[src/rtl/mips_pkg.sv]
// mips_pkg: shared MIPS32 datapath constants and the ID/EX control-word field map
package mips_pkg;
  localparam int CTRL_W = 12;
  localparam int REG_WRITE = 0;
  localparam int MEM_READ = 1;
  localparam int MEM_WRITE = 2;
  localparam int ALU_SRC = 3;
  localparam int ALU_OP_LO = 4;
  localparam int ALU_OP_HI = 7;
  localparam int MEM_TO_REG = 8;
  localparam int REG_DST = 9;
  localparam int BRANCH = 10;
  localparam int JUMP = 11;
  localparam logic [CTRL_W-1:0] CTRL_NOP = '0;
endpackage

[src/rtl/pipe_field_reg.sv]
// pipe_field_reg: W-bit pipeline register with async reset, clear (flush) over hold (stall) over load
module pipe_field_reg #(
  parameter int W = 1
) (
  input  logic         clk,
  input  logic         rst,
  input  logic         hold,
  input  logic         clear,
  input  logic [W-1:0] d,
  output logic [W-1:0] q
);
  logic [W-1:0] q_q, q_d;
  always_comb q_d = clear ? '0 : hold ? q_q : d;
  always_ff @(posedge clk or posedge rst)
    if (rst) q_q <= '0;
    else q_q <= q_d;
  assign q = q_q;
endmodule

[src/rtl/id_ex_pipe_reg.sv]
// id_ex_pipe_reg: ID/EX pipeline register with stall hold, flush bubble and saturating event counters
module id_ex_pipe_reg
  import mips_pkg::*;
#(
  parameter int DATA_W = 32,
  parameter int REG_ADDR_W = 5,
  parameter int CNT_W = 16
) (
  input  logic                  clk,
  input  logic                  rst,
  input  logic                  stall,
  input  logic                  flush,
  input  logic                  in_valid,
  input  logic [DATA_W-1:0]     in_pc_plus4,
  input  logic [DATA_W-1:0]     in_rs_data,
  input  logic [DATA_W-1:0]     in_rt_data,
  input  logic [DATA_W-1:0]     in_imm_ext,
  input  logic [REG_ADDR_W-1:0] in_rs_addr,
  input  logic [REG_ADDR_W-1:0] in_rt_addr,
  input  logic [REG_ADDR_W-1:0] in_rd_addr,
  input  logic [4:0]            in_shamt,
  input  logic [CTRL_W-1:0]     in_ctrl,
  output logic                  out_valid,
  output logic [DATA_W-1:0]     out_pc_plus4,
  output logic [DATA_W-1:0]     out_rs_data,
  output logic [DATA_W-1:0]     out_rt_data,
  output logic [DATA_W-1:0]     out_imm_ext,
  output logic [REG_ADDR_W-1:0] out_rs_addr,
  output logic [REG_ADDR_W-1:0] out_rt_addr,
  output logic [REG_ADDR_W-1:0] out_rd_addr,
  output logic [4:0]            out_shamt,
  output logic [CTRL_W-1:0]     out_ctrl,
  output logic                  out_ex_mem_read,
  output logic [CNT_W-1:0]      stall_cnt,
  output logic [CNT_W-1:0]      flush_cnt
);
  localparam int CW = 1 + CTRL_W;
  localparam int DW = 4 * DATA_W;
  localparam int AW = 3 * REG_ADDR_W + 5;
  logic [CNT_W-1:0] stall_cnt_q, stall_cnt_d, flush_cnt_q, flush_cnt_d;
  logic [CTRL_W-1:0] ctrl_load;
  // An invalid instruction must carry no side effects downstream, so its control word is squashed
  assign ctrl_load = in_valid ? in_ctrl : CTRL_NOP;
  pipe_field_reg #(.W(CW)) u_ctrl (
    .clk(clk), .rst(rst), .hold(stall), .clear(flush),
    .d({in_valid, ctrl_load}), .q({out_valid, out_ctrl})
  );
  pipe_field_reg #(.W(DW)) u_data (
    .clk(clk), .rst(rst), .hold(stall), .clear(flush),
    .d({in_pc_plus4, in_rs_data, in_rt_data, in_imm_ext}),
    .q({out_pc_plus4, out_rs_data, out_rt_data, out_imm_ext})
  );
  pipe_field_reg #(.W(AW)) u_addr (
    .clk(clk), .rst(rst), .hold(stall), .clear(flush),
    .d({in_rs_addr, in_rt_addr, in_rd_addr, in_shamt}),
    .q({out_rs_addr, out_rt_addr, out_rd_addr, out_shamt})
  );
  assign out_ex_mem_read = out_ctrl[MEM_READ] & out_valid;
  always_comb begin
    stall_cnt_d = (stall && !flush && !(&stall_cnt_q)) ? stall_cnt_q + 1'b1 : stall_cnt_q;
    flush_cnt_d = (flush && !(&flush_cnt_q)) ? flush_cnt_q + 1'b1 : flush_cnt_q;
  end
  always_ff @(posedge clk or posedge rst)
    if (rst) begin
      stall_cnt_q <= '0;
      flush_cnt_q <= '0;
    end else begin
      stall_cnt_q <= stall_cnt_d;
      flush_cnt_q <= flush_cnt_d;
    end
  assign stall_cnt = stall_cnt_q;
  assign flush_cnt = flush_cnt_q;
endmodule

[config.mk]
export PLATFORM = sky130hd
export DESIGN_NAME = id_ex_pipe_reg
export DESIGN_NICKNAME = d
export VERILOG_FILES = /design/src/rtl/mips_pkg.sv /design/src/rtl/pipe_field_reg.sv /design/src/rtl/id_ex_pipe_reg.sv
export SDC_FILE = /design/constraint.sdc
export NUM_CORES = 1
export LEC_CHECK = 0
export ABC_AREA = 1
export ABC_CLOCK_PERIOD_IN_PS = 21800
export CAP_MARGIN = 0
export CORE_AREA = 2 2 141 143
export CTS_BUF_LIST = sky130_fd_sc_hd__clkbuf_8
export CTS_CLUSTER_DIAMETER = 50
export DETAILED_ROUTE_END_ITERATION = 7
export DIE_AREA = 0 0 143 145
export HOLD_SLACK_MARGIN = 0.1
export PLACE_DENSITY_LB_ADDON = 0.08
export SLEW_MARGIN = 5
export SYNTH_ARGS = -nofsm -noshare
export SYNTH_HDL_FRONTEND = slang
export SYNTH_SLANG_ARGS = --single-unit
[constraint.sdc]
create_clock -name clk -period 21.8 [get_ports clk]
set_input_delay 5.45 -clock clk [delete_from_list [all_inputs] [get_ports clk]]
set_output_delay 5.45 -clock clk [all_outputs]
set_load 0.02 [all_outputs]
==> flow_summary.toml, run 1 <==
[floorplan]
fp-row-count = 51
die-height_um = 145
die_x_um = 143
die_area_sq_um = 20700
start_util_pct = 40.3
core_sq_um = 19200
io_pins = 359

[min_path]
min_from = "u_ctrl.q[5]"
hold_class = "flip-flop to flip-flop"
whs_path_depth = 1
hold_end = "u_ctrl.q[5]"

[cells_and_area]
finalNonFillerCells = 1283
nets = 1171
final_cell_mix = "clkdlybuf4s50_1, dfrtp_1, a22o_1, nand2_1, inv_1"
final_layout_size_suffix_gt1_share_pct = 6.00
final_common_cell = "clkdlybuf4s50_1"
area_growth_pct = 53.3
n_fill_cell = 1585

[route]
routedWlPerCell_um = 19.0
first_iter_violations = 260
first_pass_iters = 4
viasPerCell = 4.98
drcViolationCount = 0
vias = 6386
drtAntennaViolNets = 0
routed_wl_um = 24400

[power_and_ir_drop]
p_switching_mw = 0.245
p_leak_nw = 5.22
swShare_pct = 29.4
seq_power_share_pct = 49.0
p_int_mw = 0.590
pwr_density_cell_nw_per_um2 = 70.4
irDropWorstVdd_mv = 0.0364
clkPwrFrac_pct = 28.7
p_comb_share_pct = 22.3

[grt]
grt-ovfl-total = 0
grt_pass1_wl_um = 37200
grt_pass1_vias = 6386
antenna_found_initial = 3
grt_max_degree = 149
grt_usage_pct = 23.3

[critical_path]
cp-start-kind = "primary input"
critPathRequiredTime_ns = 22.14
crit_chain = "clkdlybuf4s50_1 > inv_2 > nand2_4 > inv_4 > buf_4 > nand2_2 > nand2_1 > nand2_1"
arrival_ns = 8.24
r2r-end = "flush_cnt[2]"
worst_r2r_startpoint = "flush_cnt[0]"
end_kind = "flip-flop"
crit_slowest_cell = "buf_4"
worst_path_largest_cell_delay_ns = 0.94
cp_max_fo = 97
r2r_setup_slack_ns = 20.03
worst_r2r_path_depth = 8
cp_common_cell = "nand2_1"
critPathKind = "primary input to flip-flop"

[clocking]
cts_made_buffers = 17
cts_hold_buffers = 0
cts_max_level = 4
cts_setup_buffers = 0
clk_pin_slew_ns = 0.10
clk_latency_ns = 0.45
cts_sinks = 193
clk_path_buf_depth = 2
cts-resized-gates = 0
cts.root.buffer_cell = "clkbuf_8"
cts_tree = "yes"

[timing]
tns_ns = 0
worst-slew-pin-transition_ns = 1.05
slew-limit-headroom_pct = 30.1
max_clock_freq_ghz = 0.127
slew_viol_final = 0
holdWs_ns = 0.501
period_share_pct = 36.3
finalClockSkew_ns = 0.00875
finalHoldViolations = 0
rsz0062_at_grt = "false"
min_period_ns = 7.90
finalSetupViolations = 0

[synth]
ys_ff_latch = 193
yosys.area_share.simple_pct = 11.9
ys_seq_area_share_pct = 62.3
synth_cells = 660
synth_top_family_by_area = "compound AO/OA/AOI/OAI gates"
synth_area_per_cell_sq_um = 11.7
synth_nets = 827
muxShareOfSynthArea_pct = 0
synth_compound_area_share_pct = 19.5
yosysUniqueCellTypes = 26
syn_area_sq_um = 7750
synth_warnings = 0
synthAdderAreaFrac_pct = 0.323
synth_xor_area_share_pct = 1.02

[flow_run]
maxCapViolCount = 0

[placement]
gp_congestion = 0.861
dpl.hpwl_um = 17200
dpl.cell_count = 1250
port_buffers = 358

[outcome]
status = "finished, final reports clean"
power by group through the flow:
| stage | Combinational (mW) | Clock (mW) | Sequential [mW] |
|---|---|---|---|
| 2_1_floorplan | 0.0552 | 0 | 0.445 |
| 3_3_place_gp | 0.186 | 0 | 0.416 |
| 3_5_place_dp | 0.188 | 0 | 0.416 |
| 4_1_cts | 0.189 | 0.247 | 0.410 |
| 5_1_grt | 0.199 | 0.262 | 0.414 |
| 6_report | 0.186 | 0.240 | 0.410 |
how the worst max path moves through the flow:
| stage | start | end | slack [ns] | cells after the start |
|---|---|---|---|---|
| 4_1_cts | flush | stall_cnt[3] | 13.98 | 8 |
| 6_report | flush | stall_cnt[3] | 13.90 | 8 |
| 3_5_place_dp | flush | stall_cnt[3] | 13.47 | 8 |
| 5_1_grt | flush | stall_cnt[2] | 13.76 | 8 |
| 3_3_place_gp | flush | stall_cnt[2] | 13.51 | 8 |
| 2_1_floorplan | rst | flush_cnt[0] | 11.09 | 1 |
cell families after synthesis:
kind of cell / count (synthesis)
AND/OR/NAND/NOR: 204
flip-flops: 193
AO/OA/AOI/OAI: 177
buffers and inverters: 75
XOR/XNOR: 9
adder cells (fa/ha/maj): 2
cell type report:
| type | count | area [sq um] | share of cell area, % |
|---|---|---|---|
| multi-input cells | 392 | 2540 | 21.4 |
| well taps | 265 | 332 | 2.79 |
| clock inverters | 11 | 131 | 1.11 |
| diodes | 2 | 5.00 | 0.0421 |
| repair buffers | 362 | 3610 | 30.4 |
| inverters | 38 | 153 | 1.29 |
| flip-flops and latches | 193 | 4830 | 40.7 |
| clock buffers | 20 | 275 | 2.32 |
per-layer routing:
metal / share of wire, % / vias up / GRT usage (%)
li1: - / 3035 / -
met1: 40 / 3060 / 28.6
met2: 49 / 264 / 38.4
met3: 9.7 / 25 / 8.94
met4: 1.1 / 2 / 5.89
met5: 0.041 / - / 0
per-stage QoR:
step | worst slack [ns] | total power [mW] | util, % | area (sq um)
final | 13.90 | 0.836 | 61.8 | 11900
after global routing | 13.76 | 0.875 | 61.8 | 11900
after CTS | 13.98 | 0.846 | 61.8 | 11900
after detailed placement | 13.47 | 0.604 | 59.7 | 11500
after global placement | 13.51 | 0.602 | 59.7 | 11500
after floorplan | 11.09 | 0.500 | - | 7750
flip-flops by register name, indices dropped and copies added (netlist names):
signal / cells
flush_cnt: 16
u_ctrl.q: 13
u_data.q: 128
u_addr.q: 20
stall_cnt: 16
worst max-delay path: cells and delay by family:
kind | cells | cell delay (ns)
buffers and inverters | 4 | 2.09
and+or+nand+nor | 4 | 0.61
cell usage after synthesis:
cell type / n / area [sq um]
dfrtp_1: 193 / 4830
a22o_1: 149 / 1310
nand2_1: 122 / 458
inv_1: 34 / 128
nor2_1: 32 / 120
buf_2: 19 / 95.1
nand3_1: 13 / 65.1
nand4_1: 13 / 81.3
a32o_1: 12 / 120
o21ai_0: 11 / 55.1
buf_6: 10 / 113
buf_1: 7 / 26.3
nor2_4: 7 / 78.8
xnor2_1: 7 / 61.3
nor2_2: 6 / 37.5
nand2_2: 5 / 31.3
inv_2: 4 / 15.0
nand3b_1: 3 / 22.5
ha_1: 2 / 25.0
nand2_4: 2 / 22.5
o21ai_1: 2 / 10.0
o21ai_2: 2 / 17.5
xor2_1: 2 / 17.5
a21oi_1: 1 / 5.00
clkbuf_1: 1 / 3.75
nor3_1: 1 / 5.00
Power figures use the tool's default switching activity.
==> run 2, diff against run 1 <==
Settings changed: ABC_CLOCK_PERIOD_IN_PS 21800 to 6780, CORE_AREA 2 2 141 143 to 2 2 144 146, DIE_AREA 0 0 143 145 to 0 0 146 148.
Clock period 21.8 ns to 6.78 ns, I/O delays scaled along.
==> run 2 against run 1 <==
Worst hold slack worse by 0.0028 ns. Non-clock buffer count rose by 2. Via count increased by 1.6%. Sequential share of layout area is 0.081 points lower. Sequential power rose to 3.2 times the previous value. First-iteration DRC count is 9.6% lower. Critical endpoint is now u_data.q[72]. Critical path depth shrank 2. Critical path type unchanged. Sequential cell count stayed put. Routed wire length increased by 1.8%. Highest routed layer is now met4. Utilization fell by 2.4 points. Count of clock-buffer cells in the layout down 3.
==> flow_summary.toml, run 2 (synthesis gave the netlist of run 1 again) <==
[outcome]
status = "finished, final reports clean"

[critical_path]
crit_chain = "clkdlybuf4s50_1 > inv_2 > nand2_4 > inv_4 > buf_4 > a22o_1"
arrival_ns = 4.02
critPathTopFamily = "buffers and inverters"
worst_path_largest_cell_delay_ns = 0.69
cp_num_buf_inv = 4
critPathKind = "primary input to flip-flop"
end_kind = "flip-flop"
worst_r2r_path_depth = 8
crit_slowest_cell = "buf_4"
cp-start-kind = "primary input"
critPathRequiredTime_ns = 7.18
cp_max_fo = 83
cp_num_cells = 6

[power_and_ir_drop]
pwr_density_cell_nw_per_um2 = 225
p_leak_nw = 5.22
irDropWorstVdd_mv = 0.145
finalPower_mw = 2.67

[clocking]
cts_setup_buffers = 0
clk_latency_ns = 0.46
cts-resized-gates = 0
cts_made_buffers = 17
clk_pin_slew_ns = 0.10
cts_max_level = 4
clk_path_buf_depth = 2
cts.root.buffer_cell = "clkbuf_8"
cts_tree = "yes"
cts_sinks = 193
cts_hold_buffers = 0

[min_path]
whs_path_depth = 1
hold_class = "flip-flop to flip-flop"

[floorplan]
io_pins = 359
core_sq_um = 20000
start_util_pct = 38.7
die_area_sq_um = 21600
fp-row-count = 52
die-height_um = 148
die_x_um = 146

[timing]
period_share_pct = 53.4
min_period_ns = 3.62
slew_viol_final = 0
tns_ns = 0
max_clock_freq_ghz = 0.276
worst-slew-pin-transition_ns = 1.09
slew-limit-headroom_pct = 27.4
finalClockSkew_ns = 0.0143
finalSetupViolations = 0
finalHoldViolations = 0
rsz0062_at_grt = "false"

[route]
drtAntennaViolNets = 0
first_iter_violations = 235
first_pass_iters = 4
routed.top_layer = "met4"
drt-met1-wl_um = 10500
routedWlPerCell_um = 19.2
wl_met2_um = 12000
drcViolationCount = 0
vias = 6491
dr_wl_met3_um = 1810
viasPerCell = 5.03
routed_wl_um = 24800

[cells_and_area]
nets = 1173
area_growth_pct = 53.6
final_layout_size_suffix_gt1_share_pct = 6.18
final_common_cell = "clkdlybuf4s50_1"
largest_reg_flops = 128
finalNonFillerCells = 1290
final_cell_mix = "clkdlybuf4s50_1, dfrtp_1, a22o_1, nand2_1, inv_1"

[grt]
grt-ovfl-total = 0
grt_pass1_vias = 6548
grt_max_degree = 103
grt_pass1_wl_um = 38400
antenna_found_initial = 1
grt_usage_pct = 22.8

[placement]
gp_congestion = 0.810
dpl.cell_count = 1257
dpl.hpwl_um = 17700
port_buffers = 358

[flow_run]
maxCapViolCount = 0
==> run 2: cell types whose count changed in the layout (fill, tap and decap cells not counted) <==
cell	change
clkinv_4	-4
diode_2	-1
clkbuf_8	-3
inv_6	+3
inv_1	+1
buf_12	+2
clkinvlp_4	+5
inv_8	-1
==> run 2: per-layer routing <==
metal / global-route usage (%) / vias up
met5: 0 / -
met4: 6.41 / 0
met3: 7.04 / 24
met2: 37.5 / 248
met1: 29.4 / 3188
li1: - / 3031
==> run 2: worst paths after layout <==
kind | to | slack [ns] | startpoint
worst max-delay path | u_data.q[72] | 3.16 | flush
worst min-delay path | u_ctrl.q[11] | 0.50 | u_ctrl.q[11]
worst max register to register | flush_cnt[2] | 5.08 | flush_cnt[0]
worst min register to register | u_ctrl.q[11] | 0.50 | u_ctrl.q[11]
max in group asynchronous | u_addr.q[2] | 3.82 | rst
min in group asynchronous | u_data.q[50] | 1.72 | rst
==> run 2: metrics by stage <==
| step | util (%) | area, sq um | setup WS, ns | hold slack (ns) |
|---|---|---|---|---|
| 6_report | 59.4 | 11900 | 3.16 | 0.498 |
| 3_5_place_dp | 57.4 | 11500 | 2.64 | 0.480 |
| 3_3_place_gp | 57.4 | 11500 | 2.68 | 0.471 |
| 5_1_grt | 59.4 | 11900 | 3.01 | 0.513 |
| 4_1_cts | 59.4 | 11900 | 3.12 | 0.501 |
| 2_1_floorplan | - | 7750 | 2.59 | 0.610 |
==> run 2: cell type report <==
class                   instances  area (sq um)
repair buffers                364          3650
diodes                          1          2.50
inverters                      38           149
clock inverters                15           156
multi-input cells             392          2540
well taps                     270           338
flip-flops and latches        193          4830
clock buffers                  17           234
fillers                      1806          8140
==> run 2: power breakdown <==
group / internal, mW / switching [mW] / total [mW]
sequential: 1.24 / 0.0815 / 1.32
combinational: 0.305 / 0.295 / 0.600
clock: 0.331 / 0.424 / 0.756
==> run 3, diff against run 2 <==
Settings changed: ABC_CLOCK_PERIOD_IN_PS 6780 to 2960.
Clock period 6.78 ns to 2.96 ns, I/O delays scaled along.
==> run 3 against run 2 <==
Register-to-register slack got worse by 3.8 ns. Highest routed layer unchanged. Via count is essentially flat. Worst setup slack worse by 2.5 ns. Combinational power increased by 130%.
==> flow_summary.toml, run 3 (synthesis gave the netlist of run 1 again) <==
[placement]
place_ws_ns = 0.536
dpl_cell_area_sq_um = 11600
dpl.cell_count = 1261
gp_congestion = 0.826
port_buffers = 358
dpl.hpwl_um = 17700

[critical_path]
arrival_ns = 1.61
worst_path_largest_cell_delay_ns = 0.65
crit_chain = "clkdlybuf4s50_1"
cp_num_buf_inv = 1
end_kind = "primary output"
critPathKind = "flip-flop to primary output"
crit_slowest_cell = "clkdlybuf4s50_1"
critPathRequiredTime_ns = 2.22
cp-start-kind = "flip-flop"
cp_max_fo = 6
critPathTopFamily = "buffers and inverters"

[clocking]
cts.root.buffer_cell = "clkbuf_8"
cts_made_buffers = 17
cts_sinks = 193
cts_tree = "yes"
clk_path_buf_depth = 2
cts_max_level = 4
cts-resized-gates = 0
clk_pin_slew_ns = 0.11
cts_setup_buffers = 0
cts_hold_buffers = 0
clk_latency_ns = 0.47

[power_and_ir_drop]
p_switching_mw = 1.94
irDropWorstVdd_mv = 0.297
swShare_pct = 31.6
seq_power_share_pct = 49.2
p_int_mw = 4.19
p_leak_nw = 5.27
p_comb_share_pct = 22.7
clkPwrFrac_pct = 28.1
pwr_density_cell_nw_per_um2 = 511

[timing]
finalClockSkew_ns = 0.0176
max_clock_freq_ghz = 0.426
slew_viol_final = 0
min_period_ns = 2.35
finalSetupViolations = 0
worst-slew-pin-transition_ns = 0.616
tns_ns = 0
rsz0062_at_grt = "false"
slew-limit-headroom_pct = 58.8
finalHoldViolations = 0
period_share_pct = 79.4
setup_ws_ns = 0.611

[grt]
antenna_found_initial = 1
grt_max_degree = 85
use_met3_pct = 6.94
grt_pass1_vias = 6495
gr-usage-met1_pct = 29.9
grt_pass1_wl_um = 38500
busiest_layer = "met2"
grt-ovfl-total = 0
grt_usage_pct = 22.9
grt_use_met2_pct = 36.7

[cells_and_area]
nets = 1177
finalNonFillerCells = 1294
fin_area_sq_um = 12000
area_growth_pct = 54.8
final_layout_size_suffix_gt1_share_pct = 6.74
final_common_cell = "clkdlybuf4s50_1"
n_fill_cell = 1763
largest_reg_flops = 128
area.sequential_sq_um = 4830
final_cell_mix = "clkdlybuf4s50_1, dfrtp_1, a22o_1, nand2_1, inv_1"
multiInputGateArea_sq_um = 2540

[floorplan]
start_util_pct = 38.7
die_x_um = 146
fp-row-count = 52
die_area_sq_um = 21600
io_pins = 359
die-height_um = 148
core_sq_um = 20000

[route]
first_pass_iters = 5
routedWlPerCell_um = 19.2
first_iter_violations = 299
drtAntennaViolNets = 0
drcViolationCount = 0
routed_wl_um = 24900
vias = 6494
viasPerCell = 5.02

[min_path]
hold_class = "flip-flop to flip-flop"

[outcome]
status = "finished, final reports clean"

[flow_run]
maxCapViolCount = 0
run 3: cell count changes in the layout (fill, tap and decap cells not counted), sizes merged:
cell | previous run | this run
inv | 44 | 45
clkinvlp | 6 | 2
bufinv | 2 | 0
buf | 6 | 10
clkinv | 1 | 5
clkbuf | 17 | 18
run 3: per-stage QoR:
stage	hold slack (ns)	util [%]	power (mW)
global route	0.523	59.8	6.43
finish	0.500	59.9	6.13
global placement	0.472	57.9	4.46
detailed placement	0.480	57.9	4.47
floorplan	0.610	-	3.69
CTS	0.506	59.8	6.19
run 3: cell type report:
class	instances	share of cell area (%)
sequential	193	40.3
timing repair buffer	368	31.2
multi-input combinational	392	21.2
tap	270	2.82
clock buffer	18	2.07
inverter	38	1.24
clock inverter	14	1.19
antenna	1	0.0209
run 3: power groups by stage:
stage / Combinational [mW] / Sequential, mW / Clock [mW]
5_1_grt: 1.49 / 3.06 / 1.88
2_1_floorplan: 0.407 / 3.28 / 0
4_1_cts: 1.41 / 3.02 / 1.77
3_3_place_gp: 1.39 / 3.07 / 0
3_5_place_dp: 1.40 / 3.06 / 0
6_report: 1.39 / 3.02 / 1.72
run 3: metal layers:
layer  part of all wire (%)  up-vias
li1                       -     3043
met1                     43     3156
met2                     48      262
met3                    7.4       33
met4                    2.3        0
met5                      0        -
run 3: path summary, 6_finish.rpt:
check / startpoint / end / slack [ns] / depth (start not counted)
worst max-delay path: stall_cnt[2] / stall_cnt[2] / 0.61 / 1
worst min-delay path: u_ctrl.q[10] / u_ctrl.q[10] / 0.50 / 1
worst max register to register: flush_cnt[0] / flush_cnt[2] / 1.25 / 9
worst min register to register: u_ctrl.q[10] / u_ctrl.q[10] / 0.50 / 1
max in group asynchronous: rst / stall_cnt[12] / 1.75 / 3
min in group asynchronous: rst / u_data.q[15] / 0.59 / 2
run 3: worst register-to-register path, cell delays in order, from the launching register on:
cell,delay (ns)
dfrtp_1,0.43
ha_1,0.29
inv_1,0.08
nor2_2,0.16
nand2_2,0.10
inv_2,0.06
nand2_2,0.15
nand2_1,0.21
nand2_1,0.08
o21ai_0,0.08
